**src/rtl/data_router_arbiter.sv**
```systemverilog
`default_nettype none
// ============================================================================
// Module   : data_router_arbiter
// Brief    : Round-robin burst arbiter merging three streams into one stream
//            through a one-entry output register slice. Optional per-stream
//            beat counters are enabled by DATA_ROUTER_ARB_STATS_EN.
// Revision : 1.0
// ============================================================================
module data_router_arbiter #(
    parameter int DATA_WIDTH = 64,
    parameter int BURST_MAX  = 4
) (
    input  logic                  clk,
    input  logic                  reset,
    input  logic [DATA_WIDTH-1:0] in_axi_data_1,
    input  logic                  in_axi_valid_1,
    output logic                  in_axi_ready_1,
    input  logic [DATA_WIDTH-1:0] in_axi_data_2,
    input  logic                  in_axi_valid_2,
    output logic                  in_axi_ready_2,
    input  logic [DATA_WIDTH-1:0] in_axi_data_3,
    input  logic                  in_axi_valid_3,
    output logic                  in_axi_ready_3,
    output logic [DATA_WIDTH-1:0] m_axi_data,
    output logic [1:0]            m_axi_id,
    output logic                  m_axi_valid,
    input  logic                  m_axi_ready
`ifdef DATA_ROUTER_ARB_STATS_EN
    ,
    output logic [15:0]           beat_count_1,
    output logic [15:0]           beat_count_2,
    output logic [15:0]           beat_count_3
`endif
);

    typedef enum logic [0:0] {
        ST_IDLE  = 1'b0,
        ST_GRANT = 1'b1
    } state_t;

    localparam logic [3:0] c_BURST_LAST = 4'(BURST_MAX - 1);

    state_t                r_state;
    state_t                w_state_nxt;
    logic [1:0]            r_grant;
    logic [1:0]            r_rr_ptr;
    logic [3:0]            r_beat_cnt;
    logic                  r_m_valid;
    logic [1:0]            r_m_id;
    logic [DATA_WIDTH-1:0] r_m_data;

    logic [2:0]            w_req;
    logic [1:0]            w_pick;
    logic                  w_gnt_valid;
    logic [DATA_WIDTH-1:0] w_gnt_data;
    logic                  w_slot_free;
    logic                  w_grant_on;
    logic                  w_in_fire;
    logic                  w_grant_end;

    assign w_req       = {in_axi_valid_3, in_axi_valid_2, in_axi_valid_1};
    assign w_slot_free = !r_m_valid || m_axi_ready;
    // Readys are gated by reset so they are low from the first reset cycle.
    assign w_grant_on  = !reset && (r_state == ST_GRANT) && w_slot_free;
    assign w_in_fire   = w_grant_on && w_gnt_valid;
    assign w_grant_end = (r_state == ST_GRANT) &&
                         (!w_gnt_valid || (w_in_fire && (r_beat_cnt == c_BURST_LAST)));

    assign in_axi_ready_1 = w_grant_on && (r_grant == 2'd1);
    assign in_axi_ready_2 = w_grant_on && (r_grant == 2'd2);
    assign in_axi_ready_3 = w_grant_on && (r_grant == 2'd3);

    assign m_axi_data  = r_m_data;
    assign m_axi_id    = r_m_id;
    assign m_axi_valid = r_m_valid;

    // First requester at or after rr_ptr, wrapping 3 -> 1.
    always_comb begin
        w_pick = 2'd0;
        case (r_rr_ptr)
            2'd2:    w_pick = w_req[1] ? 2'd2 : w_req[2] ? 2'd3 : w_req[0] ? 2'd1 : 2'd0;
            2'd3:    w_pick = w_req[2] ? 2'd3 : w_req[0] ? 2'd1 : w_req[1] ? 2'd2 : 2'd0;
            default: w_pick = w_req[0] ? 2'd1 : w_req[1] ? 2'd2 : w_req[2] ? 2'd3 : 2'd0;
        endcase
    end

    always_comb begin
        w_gnt_valid = 1'b0;
        w_gnt_data  = '0;
        case (r_grant)
            2'd1:    begin w_gnt_valid = in_axi_valid_1; w_gnt_data = in_axi_data_1; end
            2'd2:    begin w_gnt_valid = in_axi_valid_2; w_gnt_data = in_axi_data_2; end
            2'd3:    begin w_gnt_valid = in_axi_valid_3; w_gnt_data = in_axi_data_3; end
            default: begin w_gnt_valid = 1'b0;           w_gnt_data = '0;            end
        endcase
    end

    always_comb begin
        w_state_nxt = r_state;
        case (r_state)
            ST_IDLE:  if (|w_req)      w_state_nxt = ST_GRANT;
            ST_GRANT: if (w_grant_end) w_state_nxt = ST_IDLE;
            default:                   w_state_nxt = ST_IDLE;
        endcase
    end

    always_ff @(posedge clk) begin
        if (reset) begin
            r_state    <= ST_IDLE;
            r_grant    <= 2'd0;
            r_rr_ptr   <= 2'd1;
            r_beat_cnt <= 4'd0;
            r_m_valid  <= 1'b0;
            r_m_id     <= 2'd0;
            r_m_data   <= '0;
        end else begin
            r_state <= w_state_nxt;
            if ((r_state == ST_IDLE) && (|w_req)) begin
                r_grant <= w_pick;
            end
            // Fill wins over drain so a simultaneous drain/fill is a replace.
            if (w_in_fire) begin
                r_m_data  <= w_gnt_data;
                r_m_id    <= r_grant;
                r_m_valid <= 1'b1;
            end else if (m_axi_ready) begin
                r_m_valid <= 1'b0;
            end
            if (w_grant_end) begin
                r_beat_cnt <= 4'd0;
                r_rr_ptr   <= (r_grant == 2'd3) ? 2'd1 : r_grant + 2'd1;
            end else if (w_in_fire) begin
                r_beat_cnt <= r_beat_cnt + 4'd1;
            end
        end
    end

`ifdef DATA_ROUTER_ARB_STATS_EN
    logic [15:0] r_stat_1;
    logic [15:0] r_stat_2;
    logic [15:0] r_stat_3;

    always_ff @(posedge clk) begin
        if (reset) begin
            r_stat_1 <= 16'd0;
            r_stat_2 <= 16'd0;
            r_stat_3 <= 16'd0;
        end else begin
            if (in_axi_valid_1 && in_axi_ready_1) r_stat_1 <= r_stat_1 + 16'd1;
            if (in_axi_valid_2 && in_axi_ready_2) r_stat_2 <= r_stat_2 + 16'd1;
            if (in_axi_valid_3 && in_axi_ready_3) r_stat_3 <= r_stat_3 + 16'd1;
        end
    end

    assign beat_count_1 = r_stat_1;
    assign beat_count_2 = r_stat_2;
    assign beat_count_3 = r_stat_3;
`endif

endmodule
`default_nettype wire
```
**config.mk**
```make
export PLATFORM = sky130hd
export DESIGN_NAME = data_router_arbiter
export DESIGN_NICKNAME = d
export VERILOG_FILES = /design/src/rtl/data_router_arbiter.sv
export SDC_FILE = /design/constraint.sdc
export NUM_CORES = 1
export LEC_CHECK = 0
export CORE_ASPECT_RATIO = 1.1
export CORE_UTILIZATION = 31
export CTS_CLUSTER_DIAMETER = 40
export DETAILED_ROUTE_END_ITERATION = 8
export GPL_TIMING_DRIVEN = 0
export PLACE_DENSITY = 0.78
export SLEW_MARGIN = 10
export SYNTH_ARGS = -nofsm -noshare
export SYNTH_HDL_FRONTEND = slang
export SYNTH_SLANG_ARGS = --single-unit
```
**constraint.sdc**
```tcl
create_clock -name clk -period 1.92 [get_ports clk]
set_clock_uncertainty 0.2 [all_clocks]
set_input_delay 0.288 -clock clk [delete_from_list [all_inputs] [get_ports clk]]
set_output_delay 0.288 -clock clk [all_outputs]
set_load 0.01 [all_outputs]
```
==> qor.yml <==
outcome: "complete, but fails checks"
failed_checks: "setup timing"
drcViolationCount: 0
critical-path-top-cell-by-count: "sky130_fd_sc_hd__buf_4"
layout_common_cells: "263 x sky130_fd_sc_hd__clkdlybuf4s50_1, 74 x sky130_fd_sc_hd__dfxtp_1, 65 x sky130_fd_sc_hd__a222oi_1, 55 x sky130_fd_sc_hd__a211oi_2, 53 x sky130_fd_sc_hd__nor2_4"
final_nets: 883
synth_enable_flop_cells: 0
cap_viol_max_count: 0
critPathTopFamily: "buffers and inverters"
cts_inserted_buffers: 9
most_common_flop_cell_mapped_by_yosys: "sky130_fd_sc_hd__dfxtp_1"
first_global_vias: 4558
drt-initial-drc-count: 448
post-route-period-util: 1.110
report.final.setup_viol: 76
hold_viol_final: 0
ctsHtreeMaxLevel: 3
root_buffer: "sky130_fd_sc_hd__clkbuf_16"
mapped_cell_area_um2: 3490
synth-seq-cells: 76
grt_usage: 0.2528
power-per-cell-area_nw_per_um2: 551.5
slew_headroom: 0.5095
worst_setup_path_start_kind: "flop"
hold-worst-slack_ns: 0.2265
min_path_type: "input pin to flop"
grt_antenna_before_repair: 0
crit_chain: "inv_4 > ha_4 > a222oi_1 > buf_4 > nor4_4 > buf_4 > buf_8 > clkbuf_16 > nor2_2 > a211oi_2"
worst-setup-path-type: "flop to flop"
final_area_um2: 8349
synthTopCellsByArea: "sky130_fd_sc_hd__dfxtp_1 44%, sky130_fd_sc_hd__a222oi_1 19%, sky130_fd_sc_hd__a211oi_1 13%"
clock_sink_count: 76
synth_area_per_cell_um2: 9.406
critPathArrivalTime_ns: 2.10
number_of_distinct_library_cells_after_synthesis: 31
finalNonFillerCells: 832
crit_fanout: 5
layout_commonest_cell: "sky130_fd_sc_hd__clkdlybuf4s50_1"
ant_nets: 0
yosys_warnings: 0
avgRoutedWirePerCell_um: 20.71
timing.critical_path.to_type: "flop"
layout-area-overhead-vs-synth_pct: 139.3
std_cell_rows: 40
synth.net_count: 574
effective_utilization_at_floorplan: 0.3184
final_core_util: 0.7618
filler_cell_count: 673
vias_per_cell: 5.632
max-vdd-ir-drop_mv: 0.4518
maxClockFrequency_mhz: 469.0
clock_tree_from_tritoncts: "done"
max_stage_delay_ns: 0.40
library_cell_with_the_largest_summed_area_after_synthesis: "sky130_fd_sc_hd__dfxtp_1"
seq_area_frac_synth: 0.4360
placement.io_buffers: 266
critical_path.n_buffers_inverters: 5
worstSkewPairLatency_ns: 0.32
synthesis.instances: 371
detail_route.wirelength_um: 17230
gpl.final_weighted_congestion: 0.7924
synth_async_sr_flop_share: 0
dr.pass1.iters: 6
placed_cell_area_um2: 6437
synth_top_area_share: 0.4360
count_of_final_max_slew_check_failures: 0
cp_data_required_time_ns: 1.89
via_count: 4686
grt_start_max_net_pins: 13
tightestPinTransition_ns: 0.7357
total_leakage_power_nw: 2.853
fin_tns_setup_ns: -11.20
antenna_cells: 0
rsz_0062_raised_after_global_routing: "yes"
detailed_place_hpwl_um: 11310
first_pass_grt_wire_length_um: 22530
timing.critical_path.slowest_stage_cell: "sky130_fd_sc_hd__dfxtp_4"
postLayoutSetupSlackWorst_ns: -0.2121
placed_cells_incl_taps: 784
post_route_cells_drive_above_1_share: 0.3212
clockBufferDepth: 2
boundaryPins: 268
worst_setup_hold_path_clk_slew_ns: 0.06
floorplan.die.width_um: 103.2
final_period_minus_worst_setup_slack_ns: 2.132
core_area_um2: 10960
dieHeight_um: 113.3
globalRouteOverflowTotal: 0
die_area_um2: 11690
tightest hold or removal path, cell delays in order:
cell and delay [ns]:
sky130_fd_sc_hd__buf_6 0.13, sky130_fd_sc_hd__nor2b_2 0.08, sky130_fd_sc_hd__o311ai_0 0.13, sky130_fd_sc_hd__o21ai_2 0.07
path summary, 6_finish.rpt:
| check | from | to | slack, ns | cells past startpoint |
|---|---|---|---|---|
| worst max-delay path | r_grant[0]$_SDFFE_PP0P_ | m_axi_data[30]$_SDFFE_PP0P_ | -0.21 | 10 |
| worst min-delay path | reset | r_rr_ptr[1]$_SDFFE_PP0P_ | 0.23 | 4 |
| worst max register to register | r_grant[0]$_SDFFE_PP0P_ | m_axi_data[30]$_SDFFE_PP0P_ | -0.21 | 10 |
| worst min register to register | r_beat_cnt[1]$_SDFFE_PP0P_ | r_beat_cnt[1]$_SDFFE_PP0P_ | 0.28 | 2 |
state kept, by name (all words and copies together) (netlist names):
name,count
m_axi_valid,1
m_axi_id,2
r_beat_cnt,4
m_axi_data,64
r_grant,2
r_state,1
r_rr_ptr,2
through the flow:
stage | total power [W] | worst slack (ns)
floorplan | 0.001951 | -0.1083
global placement | 0.002488 | -0.9757
detailed placement | 0.002505 | -0.9971
CTS | 0.004490 | -0.1802
global route | 0.004748 | -0.2747
finish | 0.004604 | -0.2121
metal layers:
layer	wire [µm]	vias to the layer above	track usage
li1	-	2137	-
met1	6183	2256	0.2727
met2	9238	254	0.4760
met3	1321	39	0.05621
met4	488	0	0.08357
met5	0	-	0
cells by family (layout without fill, tap and decap cells):
group	count (synthesis)	count (layout)	share of synthesized area
XOR/XNOR	2	2	0.005021
adder cells (fa/ha/maj)	5	5	0.01793
buffers and inverters	49	363	0.05988
AO/OA/AOI/OAI	148	148	0.3636
flip-flops	76	76	0.4360
AND/OR/NAND/NOR	91	91	0.1176
synthesized netlist by cell type, types with 3 or more instances:
cell type / count
sky130_fd_sc_hd__inv_1: 4
sky130_fd_sc_hd__nand2_1: 3
sky130_fd_sc_hd__clkbuf_1: 32
sky130_fd_sc_hd__a222oi_1: 65
sky130_fd_sc_hd__o21ai_0: 8
sky130_fd_sc_hd__a211oi_2: 5
sky130_fd_sc_hd__dfxtp_1: 76
sky130_fd_sc_hd__ha_1: 5
sky130_fd_sc_hd__or3_1: 3
sky130_fd_sc_hd__buf_2: 11
sky130_fd_sc_hd__a211oi_1: 59
sky130_fd_sc_hd__and3_1: 3
sky130_fd_sc_hd__nor2_1: 67
sky130_fd_sc_hd__a21oi_1: 5
sky130_fd_sc_hd__nand2b_1: 3
area by class of cell:
class	count	area [µm²]	area share
multi-input cells	246	2554	0.3059
well taps	147	183.9	0.02203
plain buffers	42	533.0	0.06384
flip-flops and latches	76	1529	0.1831
clock buffers	12	266.5	0.03192
repair buffers	301	3193	0.3824
inverters	4	20.02	0.002398
clock inverters	4	70.07	0.008392
where the power goes:
part           internal [W]  switching [W]
Combinational      0.000657       0.000421
Clock               0.00124       0.000647
Sequential          0.00160      0.0000347
repair_timing:
item	in CTS	in global routing
hold buffers	0	0
pin swaps	32	23
gates cloned	5	10
buffers inserted	10	13
gates resized for setup	113	190
endpoints found under the setup margin	77	76
Note: power is estimated with default switching activity, not from simulation.
